--- src/rtl/scc_tone_generator_nch.sv ---
// Time-multiplexed wave-table tone generator: one shared update datapath serves
// CHANNELS channels. Each channel has its own period counter, read address and one-shot done flag.
module scc_tone_generator_nch #(
    parameter int CHANNELS = 5,
    parameter int SLOT_W   = 3,
    parameter int ADDR_W   = 5,
    parameter int FREQ_W   = 12,
    parameter int MIN_FREQ = 9
) (
    input  logic              clk,
    input  logic              reset,
    input  logic [SLOT_W-1:0] active,
    input  logic              address_reset,
    input  logic              reg_enable,
    input  logic              reg_one_shot,
    input  logic [FREQ_W-1:0] reg_frequency_count,
    output logic [ADDR_W-1:0] wave_address,
    output logic [SLOT_W-1:0] out_channel,
    output logic              out_valid,
    output logic              end_pulse,
    output logic              done
);

    localparam int SLOT_W1 = SLOT_W + 1;
    localparam logic [FREQ_W-1:0] MIN_FREQ_C = FREQ_W'(MIN_FREQ);

    logic [FREQ_W-1:0]   cnt_r  [CHANNELS];
    logic [ADDR_W-1:0]   addr_r [CHANNELS];
    logic [CHANNELS-1:0] done_r;

    logic                valid_s;
    logic [FREQ_W-1:0]   cur_cnt_s;
    logic [ADDR_W-1:0]   cur_addr_s;
    logic                cur_done_s;
    logic [FREQ_W-1:0]   next_cnt_s;
    logic [ADDR_W-1:0]   next_addr_s;
    logic                next_done_s;
    logic                next_end_s;

    // Read mux: pick the stored state of the channel in the active slot.
    always_comb begin
        valid_s    = ({1'b0, active} < SLOT_W1'(CHANNELS));
        cur_cnt_s  = {FREQ_W{1'b0}};
        cur_addr_s = {ADDR_W{1'b0}};
        cur_done_s = 1'b0;
        for (int i = 0; i < CHANNELS; i++) begin
            cur_cnt_s  = cur_cnt_s  | ((active == SLOT_W'(i)) ? cnt_r[i]  : {FREQ_W{1'b0}});
            cur_addr_s = cur_addr_s | ((active == SLOT_W'(i)) ? addr_r[i] : {ADDR_W{1'b0}});
            cur_done_s = cur_done_s | ((active == SLOT_W'(i)) ? done_r[i] : 1'b0);
        end
    end

    // Shared update datapath; rules are prioritised top to bottom.
    always_comb begin
        next_cnt_s  = cur_cnt_s;
        next_addr_s = cur_addr_s;
        next_done_s = cur_done_s;
        next_end_s  = 1'b0;
        if (address_reset) begin
            next_cnt_s  = reg_frequency_count;
            next_addr_s = {ADDR_W{1'b0}};
            next_done_s = 1'b0;
        end else if (!reg_enable || cur_done_s || (reg_frequency_count < MIN_FREQ_C)) begin
            next_cnt_s  = cur_cnt_s;
        end else if ((cur_cnt_s == {FREQ_W{1'b0}}) && reg_one_shot &&
                     (cur_addr_s == {ADDR_W{1'b1}})) begin
            next_cnt_s  = reg_frequency_count;
            next_done_s = 1'b1;
            next_end_s  = 1'b1;
        end else if (cur_cnt_s == {FREQ_W{1'b0}}) begin
            next_cnt_s  = reg_frequency_count;
            next_addr_s = cur_addr_s + {{(ADDR_W-1){1'b0}}, 1'b1};
        end else begin
            next_cnt_s  = cur_cnt_s - {{(FREQ_W-1){1'b0}}, 1'b1};
        end
    end

    // Per-channel storage write-back and registered, channel-tagged outputs.
    always_ff @(posedge clk) begin
        if (reset) begin
            for (int i = 0; i < CHANNELS; i++) begin
                cnt_r[i]  <= {FREQ_W{1'b0}};
                addr_r[i] <= {ADDR_W{1'b0}};
            end
            done_r       <= {CHANNELS{1'b0}};
            wave_address <= {ADDR_W{1'b0}};
            out_channel  <= {SLOT_W{1'b0}};
            out_valid    <= 1'b0;
            end_pulse    <= 1'b0;
            done         <= 1'b0;
        end else begin
            for (int i = 0; i < CHANNELS; i++) begin
                if (valid_s && (active == SLOT_W'(i))) begin
                    cnt_r[i]  <= next_cnt_s;
                    addr_r[i] <= next_addr_s;
                    done_r[i] <= next_done_s;
                end else begin
                    cnt_r[i]  <= cnt_r[i];
                    addr_r[i] <= addr_r[i];
                    done_r[i] <= done_r[i];
                end
            end
            if (valid_s) begin
                wave_address <= next_addr_s;
                out_channel  <= active;
                out_valid    <= 1'b1;
                end_pulse    <= next_end_s;
                done         <= next_done_s;
            end else begin
                out_valid    <= 1'b0;
                end_pulse    <= 1'b0;
            end
        end
    end

endmodule
--- config.mk ---
export PLATFORM = sky130hd
export DESIGN_NAME = scc_tone_generator_nch
export DESIGN_NICKNAME = d
export VERILOG_FILES = /design/src/rtl/scc_tone_generator_nch.sv
export SDC_FILE = /design/constraint.sdc
export NUM_CORES = 1
export LEC_CHECK = 0
export CORE_UTILIZATION = 55
export DETAILED_ROUTE_END_ITERATION = 12
export PLACE_DENSITY = 0.72
export SETUP_SLACK_MARGIN = 0.1
export SLEW_MARGIN = 20
export SYNTH_ARGS = -nofsm -noshare
export SYNTH_HDL_FRONTEND = slang
export SYNTH_SLANG_ARGS = --single-unit
--- constraint.sdc ---
create_clock -name clk -period 5 [get_ports clk]
set_input_delay 0.5 -clock clk [delete_from_list [all_inputs] [get_ports clk]]
set_output_delay 0.5 -clock clk [all_outputs]
set_load 0.01 [all_outputs]
; ---- Word-level counts from Yosys, hierarchy flattened
; Memories as Yosys holds them, arrays and structs flattened.
; Cells that the tools add are included.
[totals]
ramBits = 85
output_inout_bits = 11
inputBits = 20
n_memories = 2
wordCells = 147
ff_bits = 16
[classes]
n_bitwise = 33
mux = 80
reduce_logical = 13
n_addsub = 2
n_eq_ne = 5
n_lt_le_gt_ge = 2
[memory_table]
columns = name, depth, word_bits, read_ports, rd_clocked_by_memory_dff, write_ports, line_no
row1 = cnt_r, 5, 12, 5, 0, 5, 27  ; logic [FREQ_W-1:0] cnt_r [CHANNELS];
row2 = addr_r, 5, 5, 5, 0, 5, 28  ; logic [ADDR_W-1:0] addr_r [CHANNELS];
[op_table]
columns = op, n
row1 = two-way mux 12 bit, 19
row2 = two-way mux 5 bit, 19
row3 = OR 12 bit, 4
row4 = two-way mux 1 bit, 42
row5 = OR 1 bit, 24
row6 = OR 5 bit, 4
row7 = zero test 12 bit, 1
row8 = < comparator 12 x 4 -> 1 bit (second input constant), 1
row9 = subtractor 12 x 1 -> 12 bit (second input constant), 1
row10 = logical AND 1 bit, 7
row11 = == test 3 x 2 -> 1 bit (second input constant), 2
row12 = adder 5 x 1 -> 5 bit (second input constant), 1
row13 = == test 5 bit (second input constant), 1
row14 = OR reduction 4 bit, 1
row15 = == test 3 x 1 -> 1 bit (second input constant), 1
row16 = == test 3 bit (second input constant), 1
row17 = zero test 3 bit, 1
row18 = < comparator 3 bit (second input constant), 1
row19 = logical OR 1 bit, 2
row20 = zero test 1 bit, 1
row21 = inverter 1 bit, 1

; ---- Logic depth before layout (Yosys ltp)
[logic_depth]
depth_word = 14
mapped_depth = 14
depth_no_buf = 11

; ---- Worst setup path after synthesis
; Ideal clock, no wire load.
[synth_path]
path_type = input to register
from = in active[0]
to = mem cnt_r[0][4], data pin
n_path_buf = 2
required_time_ns = 4.757
setup_slack_ns = 2.014
t_arrival_ns = 2.743
setup_time_ns = 0.243
cell_stages = 10
cell_sequence = buf_4 > buf_6 > mux2_2 > a21oi_1 > o21a_1 > ha_1 > nand4_4 > nor3_4 > nor4_1 > a2111oi_2
[synth_lines]
columns = element, line_no
row1 = start: declaration, 12  ; input logic [SLOT_W-1:0] active,
row2 = end: declaration, 27

; ---- Final worst setup path
[layout_path]
from = in active[1]
to = reg done_r[2]
[layout_between]
elab_chain_len = 12
[layout_rtl]
columns = element, line_no
row1 = == test 3 x 1 -> 1 bit / zero test 3 bit (equally long branches), "47, 48, 49"
row2 = two-way mux 12 bit, 47  ; cur_cnt_s = cur_cnt_s | ((active == SLOT_W'(i)) ? cnt_r[i] : {FREQ_W{1'b0}});
row3 = OR 12 bit (4 in a row), 47
row4 = zero test 12 bit, 65  ; end else if ((cur_cnt_s == {FREQ_W{1'b0}}) && reg_one_shot &&
row5 = logical AND 1 bit (2 in a row), 65
row6 = two-way mux 1 bit, 65
row7 = two-way mux 1 bit, 63  ; end else if (!reg_enable || cur_done_s || (reg_frequency_count < MIN_FREQ_C)) begin
row8 = two-way mux 1 bit, 59  ; if (address_reset) begin
row9 = end signal: assignment, 85  ; done_r <= {CHANNELS{1'b0}};
row10 = end signal: indexed assignment, 96  ; done_r[i] <= next_done_s;
row11 = end signal: indexed assignment, 100  ; done_r[i] <= done_r[i];
row12 = end: declaration, 29  ; logic [CHANNELS-1:0] done_r;
; Parallel ways exist; a longest one is shown, timed or not.
; A chain may end at the register's enable or synchronous reset.

==> results.py <==
metrics = {
    "sta": {
        "maxSlewViolCount": 0,
        "hold_viol_final": 0,
        "max_freq_mhz": 256,
        "ratio_of_final_minimum_period_to_clock_period_pct": 78.2,
        "timing.clock.skew_ps": 15.0,
        "setup_viol_count_final": 0,
        "period_minus_slack_ps": 3910,
        "worstMarginPinSlew_ps": 934,
        "slew_headroom_pct": 37.6,
        "fin_setup_tns_ps": 0,
        "rsz0062_at_grt": "no",
    },
    "route": {
        "drt_wl_total_um": 13200,
        "routed_via_density": 6.66,
        "routedWlPerCell_um": 24.7,
        "detailedRoute.firstPassIterationCount": 5,
        "route.detailed.drc": 0,
        "antenna_left": 0,
        "detail_route.iter0.violations": 433,
        "number_of_vias_in_the_routed_layout": 3579,
    },
    "clock_tree": {
        "clockRootBuffer": "sky130_fd_sc_hd__clkbuf_8",
        "tritoncts_num_sinks": 101,
        "tritoncts": "built",
        "cts.reportedPaths.clkPinSlew_ps": 110,
        "hold_buffers": 0,
        "cts-htree-levels": 3,
        "clk_buf_depth": 2,
        "post-cts-setup-buffer-count": 0,
        "clock_insertion_delay_worst_skew_ps": 370,
        "ctsResizeCount": 0,
        "number_of_cts_inserted_buffers": 9,
    },
    "yosys": {
        "mapped_nets": 417,
        "synthSimpleGateAreaFrac_pct": 15.2,
        "synth_cell_type_count": 74,
        "synth_warnings": 0,
        "synth-edff-count": 85,
        "synth-seq-area-share_pct": 57.7,
        "synth-main-ff-cell": "sky130_fd_sc_hd__edfxtp_1",
        "yosys.area_share.adder_pct": 1.01,
        "syn-mean-instance-area_sq_um": 12.7,
        "synth.cell_area_sq_um": 4980,
        "synth_top_family_by_area": "compound AO/OA/AOI/OAI gates",
        "yosys_register_bits": 101,
        "synthArstFlopShare_pct": 0,
        "compound_gate_portion_of_the_synthesized_area_pct": 16.3,
        "postSynthCellCount": 393,
        "synthMuxAreaShare_pct": 6.13,
        "yosys.area_share.xor_xnor_pct": 0.352,
    },
    "global_routing": {
        "number_of_global_route_vias_before_repair": 3502,
        "groute.usage.overall_pct": 29.3,
        "antenna_found_initial": 0,
        "maximum_number_of_pins_on_one_net_before_global_route_repair": 36,
        "globalRouteOverflowTotal": 0,
        "grt_pass1_wl_um": 20400,
    },
    "die": {
        "start_util_pct": 57.1,
        "core_region_area_sq_um": 8720,
        "horizontal_die_dimension_um": 97.1,
        "top_level_ports": 31,
        "design.die.area_sq_um": 9430,
        "die-height_um": 97.1,
        "number_of_cell_rows": 34,
    },
    "setup_path": {
        "critical_path.startpoint": "active[1]",
        "critPathLaunchType": "input pin",
        "timing.critical_path.fanout_max": 20,
        "path_class": "input pin to flip-flop",
        "worstReg2RegStart": "cnt_r[3][1]",
        "critPathRequiredTime_ps": 5290,
        "critPathArrivalTime_ps": 4200,
        "crit_path_end_kind": "flip-flop",
    },
    "final_layout": {
        "antenna_cells_inserted": 0,
        "synthToLayoutAreaGrowth_pct": 12.0,
        "final_core_util_pct": 63.9,
        "combined_area_of_the_multi_input_logic_cells_sq_um": 1950,
        "area.sequential_sq_um": 2870,
        "drive_above_1_share_pct": 14.5,
        "finish.instance_area_sq_um": 5580,
        "layout_commonest_cell": "sky130_fd_sc_hd__edfxtp_1",
        "most-common-layout-cells": "sky130_fd_sc_hd__edfxtp_1 (85), sky130_fd_sc_hd__nor2_1 (31), sky130_fd_sc_hd__clkdlybuf4s50_1 (29), sky130_fd_sc_hd__mux2i_1 (20), sky130_fd_sc_hd__nand2_1 (19)",
        "finalNetCount": 448,
        "fillers": 695,
    },
    "status": {
        "run_status": "finished, final reports clean",
    },
    "place": {
        "placement.io_buffers": 30,
        "place_congestion": 1.03,
        "detailed_place.area_sq_um": 5370,
        "hpwl_dp_um": 9400,
    },
    "pwr": {
        "total_leakage_power_nw": 2.01,
        "power_per_cell_area_nw_per_um2": 336,
        "power.ir.vdd_worst_mv": 0.186,
    },
    "hold_path": {
        "worstHoldPathType": "flip-flop to flip-flop",
        "hold_sp": "wave_address[2]",
    },
    "run": {
        "max-cap-violations": 0,
    },
}
[per-layer routing]
metal / vias to the layer above / track usage, % / wire (um)
met5: - / 0 / 0
met4: 0 / 12.6 / 388
met3: 37 / 4.75 / 988
met2: 175 / 44.6 / 6120
met1: 1750 / 41.8 / 5750
li1: 1617 / - / -
[per-stage QoR]
step / total power (W) / hold WS [ps] / instances / setup WS (ps)
6_report: 0.00187 / 457 / 537 / 1090
5_1_grt: 0.00193 / 472 / 537 / 879
4_1_cts: 0.00187 / 456 / 537 / 1120
3_5_place_dp: 0.00135 / 442 / 521 / 768
3_3_place_gp: 0.00135 / 435 / 521 / 938
2_1_floorplan: 0.00124 / 453 / 393 / 2010
[sequential cells by signal, summed over array words and instances, names as in the netlist]
name          flops
addr_r           25
wave_address      5
out_valid         1
cnt_r            60
end_pulse         1
done              1
done_r            5
out_channel       3
[logic make-up after synthesis]
family	Yosys count
buf+inv	29
flops	101
simple gates	126
compound gates	104
mux	27
fa+ha+maj	4
xor+xnor	2
[final timing paths]
kind,to,slack [ps],cells after the start
worst max-delay path,done_r[2],1090,10
worst min register to register,wave_address[2],460,2
worst max register to register,cnt_r[4][4],1990,7
worst min-delay path,wave_address[2],460,2
[cell usage after synthesis (5+ instances only)]
master                     count  area share [%]
sky130_fd_sc_hd__o22ai_1       5            0.63
sky130_fd_sc_hd__nor2b_1       8             1.0
sky130_fd_sc_hd__a21oi_1      17             1.7
sky130_fd_sc_hd__nand2_1      20             1.5
sky130_fd_sc_hd__nand4_1       8             1.0
sky130_fd_sc_hd__edfxtp_1     85              51
sky130_fd_sc_hd__dfxtp_1      16             6.4
sky130_fd_sc_hd__a22oi_1       7             1.1
sky130_fd_sc_hd__inv_1         7            0.53
sky130_fd_sc_hd__buf_6         5             1.1
sky130_fd_sc_hd__mux2i_1      20             4.0
sky130_fd_sc_hd__clkbuf_1     10            0.75
sky130_fd_sc_hd__and3_1        6            0.75
sky130_fd_sc_hd__nor3_1        5            0.50
sky130_fd_sc_hd__nor4_1        5            0.63
sky130_fd_sc_hd__nor2_1       31             2.3
sky130_fd_sc_hd__nand3_1       7            0.70
sky130_fd_sc_hd__and2_1        5            0.63
sky130_fd_sc_hd__o21ai_0      14             1.4
sky130_fd_sc_hd__a31oi_1       5            0.63
[worst max-delay path, cell delays in order]
cell and delay (ps):
sky130_fd_sc_hd__clkdlybuf4s50_1 940, sky130_fd_sc_hd__nand2b_1 520, sky130_fd_sc_hd__o32ai_1 440, sky130_fd_sc_hd__ha_1 280, sky130_fd_sc_hd__and3_1 160, sky130_fd_sc_hd__ha_1 160, sky130_fd_sc_hd__nand2_1 170, sky130_fd_sc_hd__o41ai_4 700
sky130_fd_sc_hd__nand4_1 160, sky130_fd_sc_hd__a21oi_1 170
[cell type report]
type | instances | area share [%]
well taps | 108 | 2.42
inverters | 7 | 0.471
clock buffers | 9 | 2.22
multi-input cells | 263 | 35.0
repair buffers | 42 | 6.91
clock inverters | 7 | 1.44
flip-flops and latches | 101 | 51.5
[power breakdown]
part	switching, W	internal, W	total [W]	leakage, nW
logic	0.000205	0.000111	0.000316	0.890
registers	0.0000228	0.000996	0.00102	1.01
clock network	0.000297	0.000240	0.000536	0.104
Note: power is estimated with default switching activity, not from simulation.
